--- config.mk ---
export PLATFORM = sky130hd
export DESIGN_NAME = seven_seg_scanner_flat
export DESIGN_NICKNAME = d
export VERILOG_FILES = /design/src/rtl/seven_seg_scanner_if.sv /design/src/rtl/seven_seg_scanner.sv /design/src/flat_wrapper.sv
export SDC_FILE = /design/constraint.sdc
export NUM_CORES = 1
export LEC_CHECK = 0
export ABC_CLOCK_PERIOD_IN_PS = 5890
export CORE_ASPECT_RATIO = 0.5
export CORE_UTILIZATION = 28
export CTS_CLUSTER_DIAMETER = 60
export DETAILED_ROUTE_END_ITERATION = 8
export SLEW_MARGIN = 0
export SYNTH_ARGS = -nofsm -noshare
export SYNTH_HDL_FRONTEND = slang
export SYNTH_SLANG_ARGS = --single-unit
--- constraint.sdc ---
create_clock -name clk -period 5.89 [get_ports clk]
set_clock_uncertainty 0.15 [all_clocks]
set_input_delay 0.8835 -clock clk [delete_from_list [all_inputs] [get_ports clk]]
set_output_delay 0.8835 -clock clk [all_outputs]
set_load 0.1 [all_outputs]
--- src/rtl/seven_seg_scanner_if.sv ---
// Datapath-to-scanner bundle: hex value, blank mask and load strobe in; segment/anode pins and status out.
// The decimal-point signals exist only when SEVEN_SEG_SCANNER_DP_EN is defined.
interface seven_seg_scanner_if #(
    parameter int DIGITS = 8
);
    logic [4*DIGITS-1:0] value;
    logic                load;
    logic [DIGITS-1:0]   blank;
    logic [6:0]          seven_seg;
    logic [DIGITS-1:0]   an;
    logic                frame_done;
    logic                pending;
`ifdef SEVEN_SEG_SCANNER_DP_EN
    logic [DIGITS-1:0]   dp;
    logic                dp_n;

    modport master (
        output value, load, blank, dp,
        input  seven_seg, an, frame_done, pending, dp_n
    );
    modport slave (
        input  value, load, blank, dp,
        output seven_seg, an, frame_done, pending, dp_n
    );
`else
    modport master (
        output value, load, blank,
        input  seven_seg, an, frame_done, pending
    );
    modport slave (
        input  value, load, blank,
        output seven_seg, an, frame_done, pending
    );
`endif
endinterface

--- src/rtl/seven_seg_scanner.sv ---
// Time-multiplexed N-digit seven-segment driver with frame-synchronous shadow loading.
// Optional decimal point: define SEVEN_SEG_SCANNER_DP_EN.
module seven_seg_scanner #(
    parameter int DIGITS      = 8,
    parameter int REFRESH_DIV = 100000
) (
    input  logic               clk,
    input  logic               reset_n,
    seven_seg_scanner_if.slave bus
);
    localparam int PW = $clog2(REFRESH_DIV);
    localparam int IW = (DIGITS > 1) ? $clog2(DIGITS) : 1;

    logic [PW-1:0]       psc_q, psc_d;
    logic [IW-1:0]       idx_q, idx_d;
    logic [4*DIGITS-1:0] pval_q, pval_d, aval_q, aval_d;
    logic [DIGITS-1:0]   pblk_q, pblk_d, ablk_q, ablk_d;
    logic                pend_q, pend_d;
    logic [6:0]          seg_q, seg_d;
    logic [DIGITS-1:0]   an_q, an_d;
    logic                fd_q;
    logic                tick, wrap;
    logic [3:0]          nib;
`ifdef SEVEN_SEG_SCANNER_DP_EN
    logic [DIGITS-1:0]   pdp_q, pdp_d, adp_q, adp_d;
    logic                dpn_q, dpn_d;
`endif

    function automatic logic [6:0] decode(input logic [3:0] h);
        case (h)
            4'h0: decode = 7'b0000001;
            4'h1: decode = 7'b1001111;
            4'h2: decode = 7'b0010010;
            4'h3: decode = 7'b0000110;
            4'h4: decode = 7'b1001100;
            4'h5: decode = 7'b0100100;
            4'h6: decode = 7'b0100000;
            4'h7: decode = 7'b0001111;
            4'h8: decode = 7'b0000000;
            4'h9: decode = 7'b0000100;
            4'hA: decode = 7'b0001000;
            4'hB: decode = 7'b1100000;
            4'hC: decode = 7'b0110001;
            4'hD: decode = 7'b1000010;
            4'hE: decode = 7'b0110000;
            default: decode = 7'b0111000;
        endcase
    endfunction

    assign tick = (psc_q == PW'(REFRESH_DIV - 1));
    assign wrap = tick && (idx_q == IW'(DIGITS - 1));
    assign nib  = aval_q[{idx_q, 2'b00} +: 4];

    always_comb begin
        psc_d  = psc_q + 1'b1;
        idx_d  = idx_q;
        pval_d = pval_q;
        pblk_d = pblk_q;
        pend_d = pend_q;
        aval_d = aval_q;
        ablk_d = ablk_q;
        seg_d  = 7'h7F;
        an_d   = '1;
`ifdef SEVEN_SEG_SCANNER_DP_EN
        pdp_d  = pdp_q;
        adp_d  = adp_q;
        dpn_d  = 1'b1;
`endif
        if (tick) begin
            psc_d = '0;
            idx_d = wrap ? '0 : idx_q + 1'b1;
        end
        // Commit reads the pre-edge pending regs; a load on the same edge re-arms pending.
        if (wrap && pend_q) begin
            aval_d = pval_q;
            ablk_d = pblk_q;
            pend_d = 1'b0;
`ifdef SEVEN_SEG_SCANNER_DP_EN
            adp_d  = pdp_q;
`endif
        end
        if (bus.load) begin
            pval_d = bus.value;
            pblk_d = bus.blank;
            pend_d = 1'b1;
`ifdef SEVEN_SEG_SCANNER_DP_EN
            pdp_d  = bus.dp;
`endif
        end
        if (!ablk_q[idx_q]) begin
            seg_d        = decode(nib);
            an_d[idx_q]  = 1'b0;
`ifdef SEVEN_SEG_SCANNER_DP_EN
            dpn_d        = ~adp_q[idx_q];
`endif
        end
    end

    always_ff @(posedge clk or negedge reset_n) begin
        if (!reset_n) begin
            psc_q  <= '0;
            idx_q  <= '0;
            pval_q <= '0;
            pblk_q <= '0;
            pend_q <= 1'b0;
            aval_q <= '0;
            ablk_q <= '0;
            seg_q  <= 7'h7F;
            an_q   <= '1;
            fd_q   <= 1'b0;
`ifdef SEVEN_SEG_SCANNER_DP_EN
            pdp_q  <= '0;
            adp_q  <= '0;
            dpn_q  <= 1'b1;
`endif
        end else begin
            psc_q  <= psc_d;
            idx_q  <= idx_d;
            pval_q <= pval_d;
            pblk_q <= pblk_d;
            pend_q <= pend_d;
            aval_q <= aval_d;
            ablk_q <= ablk_d;
            seg_q  <= seg_d;
            an_q   <= an_d;
            fd_q   <= wrap;
`ifdef SEVEN_SEG_SCANNER_DP_EN
            pdp_q  <= pdp_d;
            adp_q  <= adp_d;
            dpn_q  <= dpn_d;
`endif
        end
    end

    assign bus.seven_seg  = seg_q;
    assign bus.an         = an_q;
    assign bus.frame_done = fd_q;
    assign bus.pending    = pend_q;
`ifdef SEVEN_SEG_SCANNER_DP_EN
    assign bus.dp_n       = dpn_q;
`endif
endmodule
--- src/flat_wrapper.sv ---
// flat-port wrapper written by rule: the top's interface ports become plain ports
module seven_seg_scanner_flat 
#(
    parameter int DIGITS      = 8,
    parameter int REFRESH_DIV = 100000
)
  (clk, reset_n, bus_value, bus_load, bus_blank, bus_seven_seg, bus_an, bus_frame_done, bus_pending);
  seven_seg_scanner_if #(.DIGITS(DIGITS)) bus_i ();
  input  logic clk;
  input  logic reset_n;
  input wire logic [$bits(bus_i.value)-1:0] bus_value;
  input wire logic [$bits(bus_i.load)-1:0] bus_load;
  input wire logic [$bits(bus_i.blank)-1:0] bus_blank;
  output wire logic [$bits(bus_i.seven_seg)-1:0] bus_seven_seg;
  output wire logic [$bits(bus_i.an)-1:0] bus_an;
  output wire logic [$bits(bus_i.frame_done)-1:0] bus_frame_done;
  output wire logic [$bits(bus_i.pending)-1:0] bus_pending;
  assign bus_i.value = bus_value;
  assign bus_i.load = bus_load;
  assign bus_i.blank = bus_blank;
  assign bus_seven_seg = bus_i.seven_seg;
  assign bus_an = bus_i.an;
  assign bus_frame_done = bus_i.frame_done;
  assign bus_pending = bus_i.pending;
  seven_seg_scanner #(.DIGITS(DIGITS), .REFRESH_DIV(REFRESH_DIV)) u_core (.clk(clk), .reset_n(reset_n), .bus(bus_i));
endmodule
# Word level (Yosys, flattened, before mapping)
# Memory sizes are Yosys's and may differ from the RTL's.
# Cells that the tools add are included.
[word_totals]
register_bits = 117
rom_bits = 112
output_inout_bits = 17
word_cells = 33
memories = 1
[memory_table]
columns = ["name", "words", "word_bits", "rd", "rd_ports_with_merged_regs", "write_ports", "line", "rtl"]
rows = [
  ["(name not given)", 16, 7, 1, 0, 0, "seven_seg_scanner.sv:30", "case (h)"],
]
[classes]
addsub = 2
order_cmp = 2
n_eq_ne = 2
shifts = 1
n_mux = 10
n_bitwise = 1
n_reduce_logical = 4
[ops]
columns = ["operator", "n"]
rows = [
  ["$shiftx A32 B6 Y4", 1],
  ["$add A17 B1 Y17 const B", 1],
  ["$eq A17 B17 Y1 const B", 1],
  ["$mux W17", 1],
  ["$mux W8", 1],
  ["$not A8 Y8", 1],
  ["$mux W7", 1],
  ["$lt A3 B4 Y1 const B", 1],
  ["$mux W1", 4],
  ["$add A3 B1 Y3 const B", 1],
  ["$bmux W1 S3", 1],
  ["$demux W1 S3", 1],
  ["$eq A3 B3 Y1 const B", 1],
  ["$ge A3 B1 Y1 const B", 1],
  ["$logic_and A1 B1 Y1", 3],
  ["$mux W3", 1],
  ["$reduce_bool A2 Y1", 1],
]

# Longest topological paths before layout
[logic_depth]
word_depth = 6
ltp_mapped = 10
ltp_nobuf = 9

# Worst setup path after synthesis
# No wires, ideal clock.
[synth_path]
path_kind = "register -> register"
from = "register u_core.idx_q[0]"
to = "register u_core.seg_q[3] (netlist: u_core.bus.seven_seg[3])"
arrival_time_ns = 2.161
slack_ns = 3.521
path_stages_with_launch = 10
synth_period_minus_slack_ns = 2.369
path_cell_list = "dfrtp_1 buf_4 buf_4 a211oi_1 a211oi_1 or3_1 inv_1 ha_1 o211ai_1 a21bo_2"
[synth_between]
elab_chain_cells = 3
word_cells_on_any_way = 5
cone_classes = "shift (1); mux (3); memory (1)"
[synth_lines]
columns = ["element", "line", "rtl"]
rows = [
  ["from (decl)", "seven_seg_scanner.sv:15", "logic [IW-1:0] idx_q, idx_d;"],
  ["from (signal assigned)", "seven_seg_scanner.sv:118", "idx_q <= idx_d;"],
  ["$shiftx A32 B6 Y4 / $bmux W1 S3 (equally long branches)", "seven_seg_scanner.sv:52, seven_seg_scanner.sv:90", ""],
  ["$mem_v2 Z16 W7 / $mux W1 (equally long branches)", "--", ""],
  ["$mux W7 (*)", "seven_seg_scanner.sv:90", "if (!ablk_q[idx_q]) begin"],
  ["via u_core.seg_d[3]", "seven_seg_scanner.sv:19", "logic [6:0] seg_q, seg_d;"],
  ["to (signal assigned)", "seven_seg_scanner.sv:124", "seg_q <= seg_d;"],
  ["to (decl)", "seven_seg_scanner.sv:19", ""],
]
# Mark *: on every way through the listed nets, which the timed path passes. The rest lies on a longest branch. The select of a mux whose other input is x is not followed.
# A chain may end at the register's enable or synchronous reset.

# Worst setup path after layout
[layout_path]
from = "register u_core.psc_q[0]"
to = "register u_core.aval_q[9]"
[layout_between]
elab_chain_cells = 3
[layout_lines]
columns = ["element", "line", "rtl"]
rows = [
  ["from (decl)", "seven_seg_scanner.sv:14", "logic [PW-1:0] psc_q, psc_d;"],
  ["from (signal assigned)", "seven_seg_scanner.sv:117", "psc_q <= psc_d;"],
  ["$eq A17 B17 Y1", "seven_seg_scanner.sv:50", "assign tick = (psc_q == PW'(REFRESH_DIV - 1));"],
  ["$logic_and A1 B1 Y1", "seven_seg_scanner.sv:51", "assign wrap = tick && (idx_q == IW'(DIGITS - 1));"],
  ["$logic_and A1 B1 Y1", "seven_seg_scanner.sv:74", "if (wrap && pend_q) begin"],
  ["to (signal assigned)", "seven_seg_scanner.sv:122", "aval_q <= aval_d;"],
  ["to (decl)", "seven_seg_scanner.sv:16", "logic [4*DIGITS-1:0] pval_q, pval_d, aval_q, aval_d;"],
]
# Every way passes these cells.

==> results.rst <==
.. list-table::
   :header-rows: 1

   * - Metric
     - Value
   * - Ant diodes
     - 0
   * - WL final
     - 10100 µm
   * - Fmax
     - 0.278 GHz
   * - Worst slew margin
     - around a quarter
   * - Drt first-iter violations
     - 168
   * - CP Data Arrival Time
     - ~3.7 ns
   * - Total of max-cap violations
     - 0
   * - Proportion of layout cells with a drive suffix above 1
     - a little under a third
   * - Clock sinks
     - 117
   * - Minimum period implied by the final worst setup slack
     - 3.59 ns
   * - Global Route met3 Usage
     - between 3 and 4%
   * - Area of the placeable core
     - 18500 µm²
   * - Max clock buf depth
     - 2
   * - Met2 Usage GRT
     - between 15 and 20%
   * - Overall fraction of global-route tracks in use
     - a little under an eighth
   * - Power, Total
     - 1.99 mW
   * - Height of the chip
     - 99.3 µm
   * - Main flop type after synthesis
     - sky130_fd_sc_hd__dfrtp_1
   * - Flops & latches, synth
     - 117
   * - Maximum number of pins on one net before global-route repair
     - 66
   * - Total gr overflow
     - 0
   * - Die width
     - 197 µm
   * - Path type of the worst setup path
     - reg -> reg
   * - Worst min path class
     - reg -> reg
   * - Commonest cells in the netlist
     - sky130_fd_sc_hd__dfrtp_1, sky130_fd_sc_hd__mux2_2, sky130_fd_sc_hd__mux2_4
   * - Vias in the first global route
     - ~3300
   * - Seq/Total Area, Yosys
     - 55.6%
   * - Synth warnings
     - 0
   * - Clock latency on the worst-skew pair
     - 0.40 ns
   * - Top post-synthesis cells by area
     - sky130_fd_sc_hd__dfrtp_1, sky130_fd_sc_hd__mux2_4, sky130_fd_sc_hd__mux2_2
   * - Fin nets
     - 496
   * - Area growth from synthesis to final layout
     - 26.3%
   * - Status
     - finished, final reports clean
   * - Detail Route Antenna Nets
     - 0
   * - Category of the worst setup path launch point
     - register
   * - Synth Cell Area
     - 5300 µm²
   * - Root Driver
     - sky130_fd_sc_hd__clkbuf_16
   * - Drt wl/cell
     - 14.2 µm
   * - Global-route wire length before repair
     - 17200 µm
   * - Vias per inst
     - 4.34
   * - Slew at the pin with the worst max-slew slack
     - 1.10 ns
   * - H-tree levels
     - 4
   * - I/O pin count
     - 60
   * - Total cell area at the placement stage
     - 6080 µm²
   * - Count of final hold-check violations
     - 0
   * - Post-synthesis net count
     - roughly 430
   * - Clock transition at the register clock pins on the worst setup and hold paths after CTS
     - approximately 0.060 ns
   * - Leakage power figure
     - 2.88 nW
   * - Areal power density over the cells
     - between 200 and 300 nW/µm²
   * - DRC
     - 0
   * - Initial Utilization
     - around 29%
   * - Number of vias after detailed routing
     - 3105
   * - GR Util met1
     - between 15 and 20%
   * - Yosys top cell area share
     - 48.2%
   * - Setup repair after global routing missed its margin
     - false
   * - Cell type with the highest aggregate area in the netlist
     - sky130_fd_sc_hd__dfrtp_1
   * - Post-detailed-placement half-perimeter wirelength
     - 7040 µm
   * - Cell with the most instances after synthesis
     - sky130_fd_sc_hd__dfrtp_1
   * - Peak-usage layer in the global routing report
     - met2
   * - Post-synth ARST share
     - 100%
   * - Resized cells post-CTS
     - 0
   * - Number of instances in the synthesized netlist
     - 380
   * - Post-synthesis area per instance
     - 13.9 µm²
   * - Largest driver fanout on the critical path
     - 26
   * - Worst hold margin
     - 0.344 ns
   * - Max-slew violation total from the final report
     - 0
   * - Count of input and output buffers
     - between 50 and 60
   * - Core Rows
     - 35
   * - Gpl congestion
     - a little over 0.8
   * - Maximum resistive drop on vdd
     - about 0.14 mV
   * - Final critical-path share of the clock period
     - 61.0%
   * - Data required time at the worst endpoint
     - 6.03 ns
   * - Post-route cell area
     - 6690 µm²
   * - Number of detailed-route iterations in the first pass
     - 4
   * - Hold Buf Count CTS
     - 0
   * - Number of clock buffers inserted by TritonCTS
     - 17
   * - Sum of negative setup slack
     - 0 ns
   * - Number of antenna violations at the first check in global routing
     - 0
   * - Setup crit end kind
     - register
   * - Number of enable flip-flop cells after synthesis
     - 0
   * - Full die area
     - 19500 µm²
   * - Finish-stage setup viols
     - 0
   * - Number of distinct library cells after synthesis
     - 49
   * - Count of buffers added by post-CTS timing repair for setup
     - 0
   * - TritonCTS clock tree
     - done
metrics by stage:
step | std cells | util [%] | worst slack [ns]
after floorplan | 380 | - | 3.52
after global placement | 684 | 32.9 | 2.35
after detailed placement | 684 | 32.9 | 2.26
after CTS | 716 | 36.2 | 2.25
after global routing | 716 | 36.2 | 2.07
final | 716 | 36.2 | 2.30
cell families (layout without fill, tap and decap cells):
group	count (synthesis)	after routing	share of synthesized area, %
flops	117	117	55.6
mux	97	97	23.3
simple gates	87	87	8.64
compound gates	30	30	4.44
buf+inv	25	102	3.38
xor+xnor	15	15	2.48
fa+ha+maj	9	9	2.13
worst max-delay path, cell delays in order, from the launching register on:
cell                      delay (ns)
sky130_fd_sc_hd__dfrtp_1        0.39
sky130_fd_sc_hd__ha_1           0.22
sky130_fd_sc_hd__and3_1         0.21
sky130_fd_sc_hd__nand3_2        0.11
sky130_fd_sc_hd__nor4_4         0.76
sky130_fd_sc_hd__and3_2         0.86
sky130_fd_sc_hd__buf_4          0.41
sky130_fd_sc_hd__mux2_1         0.35
placed cells by master, fill, tap and decap left out, types with 3 or more instances in the layout:
master and n:
sky130_fd_sc_hd__a211oi_1 3, sky130_fd_sc_hd__a21oi_1 4, sky130_fd_sc_hd__and2_1 3, sky130_fd_sc_hd__and3_1 5
sky130_fd_sc_hd__buf_4 4, sky130_fd_sc_hd__bufinv_16 3, sky130_fd_sc_hd__clkbuf_16 17, sky130_fd_sc_hd__clkdlybuf4s50_1 57
sky130_fd_sc_hd__clkinv_2 3, sky130_fd_sc_hd__clkinvlp_4 4, sky130_fd_sc_hd__dfrtp_1 102, sky130_fd_sc_hd__dfstp_2 15
sky130_fd_sc_hd__ha_1 9, sky130_fd_sc_hd__inv_1 8, sky130_fd_sc_hd__inv_6 3, sky130_fd_sc_hd__mux2_1 4
sky130_fd_sc_hd__mux2_2 43, sky130_fd_sc_hd__mux2_4 36, sky130_fd_sc_hd__mux2i_1 12, sky130_fd_sc_hd__nand2_1 18
sky130_fd_sc_hd__nand3_1 15, sky130_fd_sc_hd__nand3b_1 4, sky130_fd_sc_hd__nor2_1 17, sky130_fd_sc_hd__nor2b_1 3
sky130_fd_sc_hd__nor3_1 7, sky130_fd_sc_hd__o211ai_1 3, sky130_fd_sc_hd__o21ai_0 4, sky130_fd_sc_hd__o221ai_1 4
sky130_fd_sc_hd__xnor2_1 7, sky130_fd_sc_hd__xor2_1 8
registers in the layout (all words and copies together) (netlist names):
name and flops:
u_core.bus.frame_done 1, u_core.pval_q 32, u_core.pblk_q 8, u_core.bus.an 8, u_core.ablk_q 8, u_core.bus.pending 1
u_core.psc_q 17, u_core.idx_q 3, u_core.aval_q 32, u_core.bus.seven_seg 7
worst paths after layout:
check,from,endpoint,slack [ns],cells past startpoint
max in group asynchronous,reset_n,u_core.bus.pending,3.99,2
hold / removal,u_core.aval_q[29],u_core.aval_q[29],0.34,1
setup / recovery,u_core.psc_q[0],u_core.aval_q[9],2.30,7
hold reg to reg,u_core.aval_q[29],u_core.aval_q[29],0.34,1
min in group asynchronous,reset_n,u_core.pval_q[8],0.42,1
setup reg to reg,u_core.psc_q[0],u_core.aval_q[9],2.30,7
routing by layer:
| metal | wire length [µm] | vias to the layer above | part of all wire, % |
|---|---|---|---|
| met5 | 0 | - | 0 |
| met4 | 114 | 0 | 1.1 |
| met3 | 392 | 11 | 3.9 |
| met2 | 4510 | 51 | 44 |
| met1 | 5130 | 1556 | 51 |
| li1 | - | 1487 | - |
power by group:
part	switching (mW)	internal, mW	total [mW]	leakage [nW]
Combinational	0.0301	0.0492	0.0793	1.11
Clock	0.381	0.680	1.06	0.291
Sequential	0.0163	0.832	0.849	1.47
final cells by class:
cell class	instances	area, µm²
Fill cell	1804	11800
Sequential cell	117	2950
Multi-Input combinational cell	238	2170
Timing Repair Buffer	62	606
Clock buffer	18	439
Tap cell	259	324
Clock inverter	14	173
Inverter	8	30.0
Note: power is estimated with default switching activity, not from simulation.
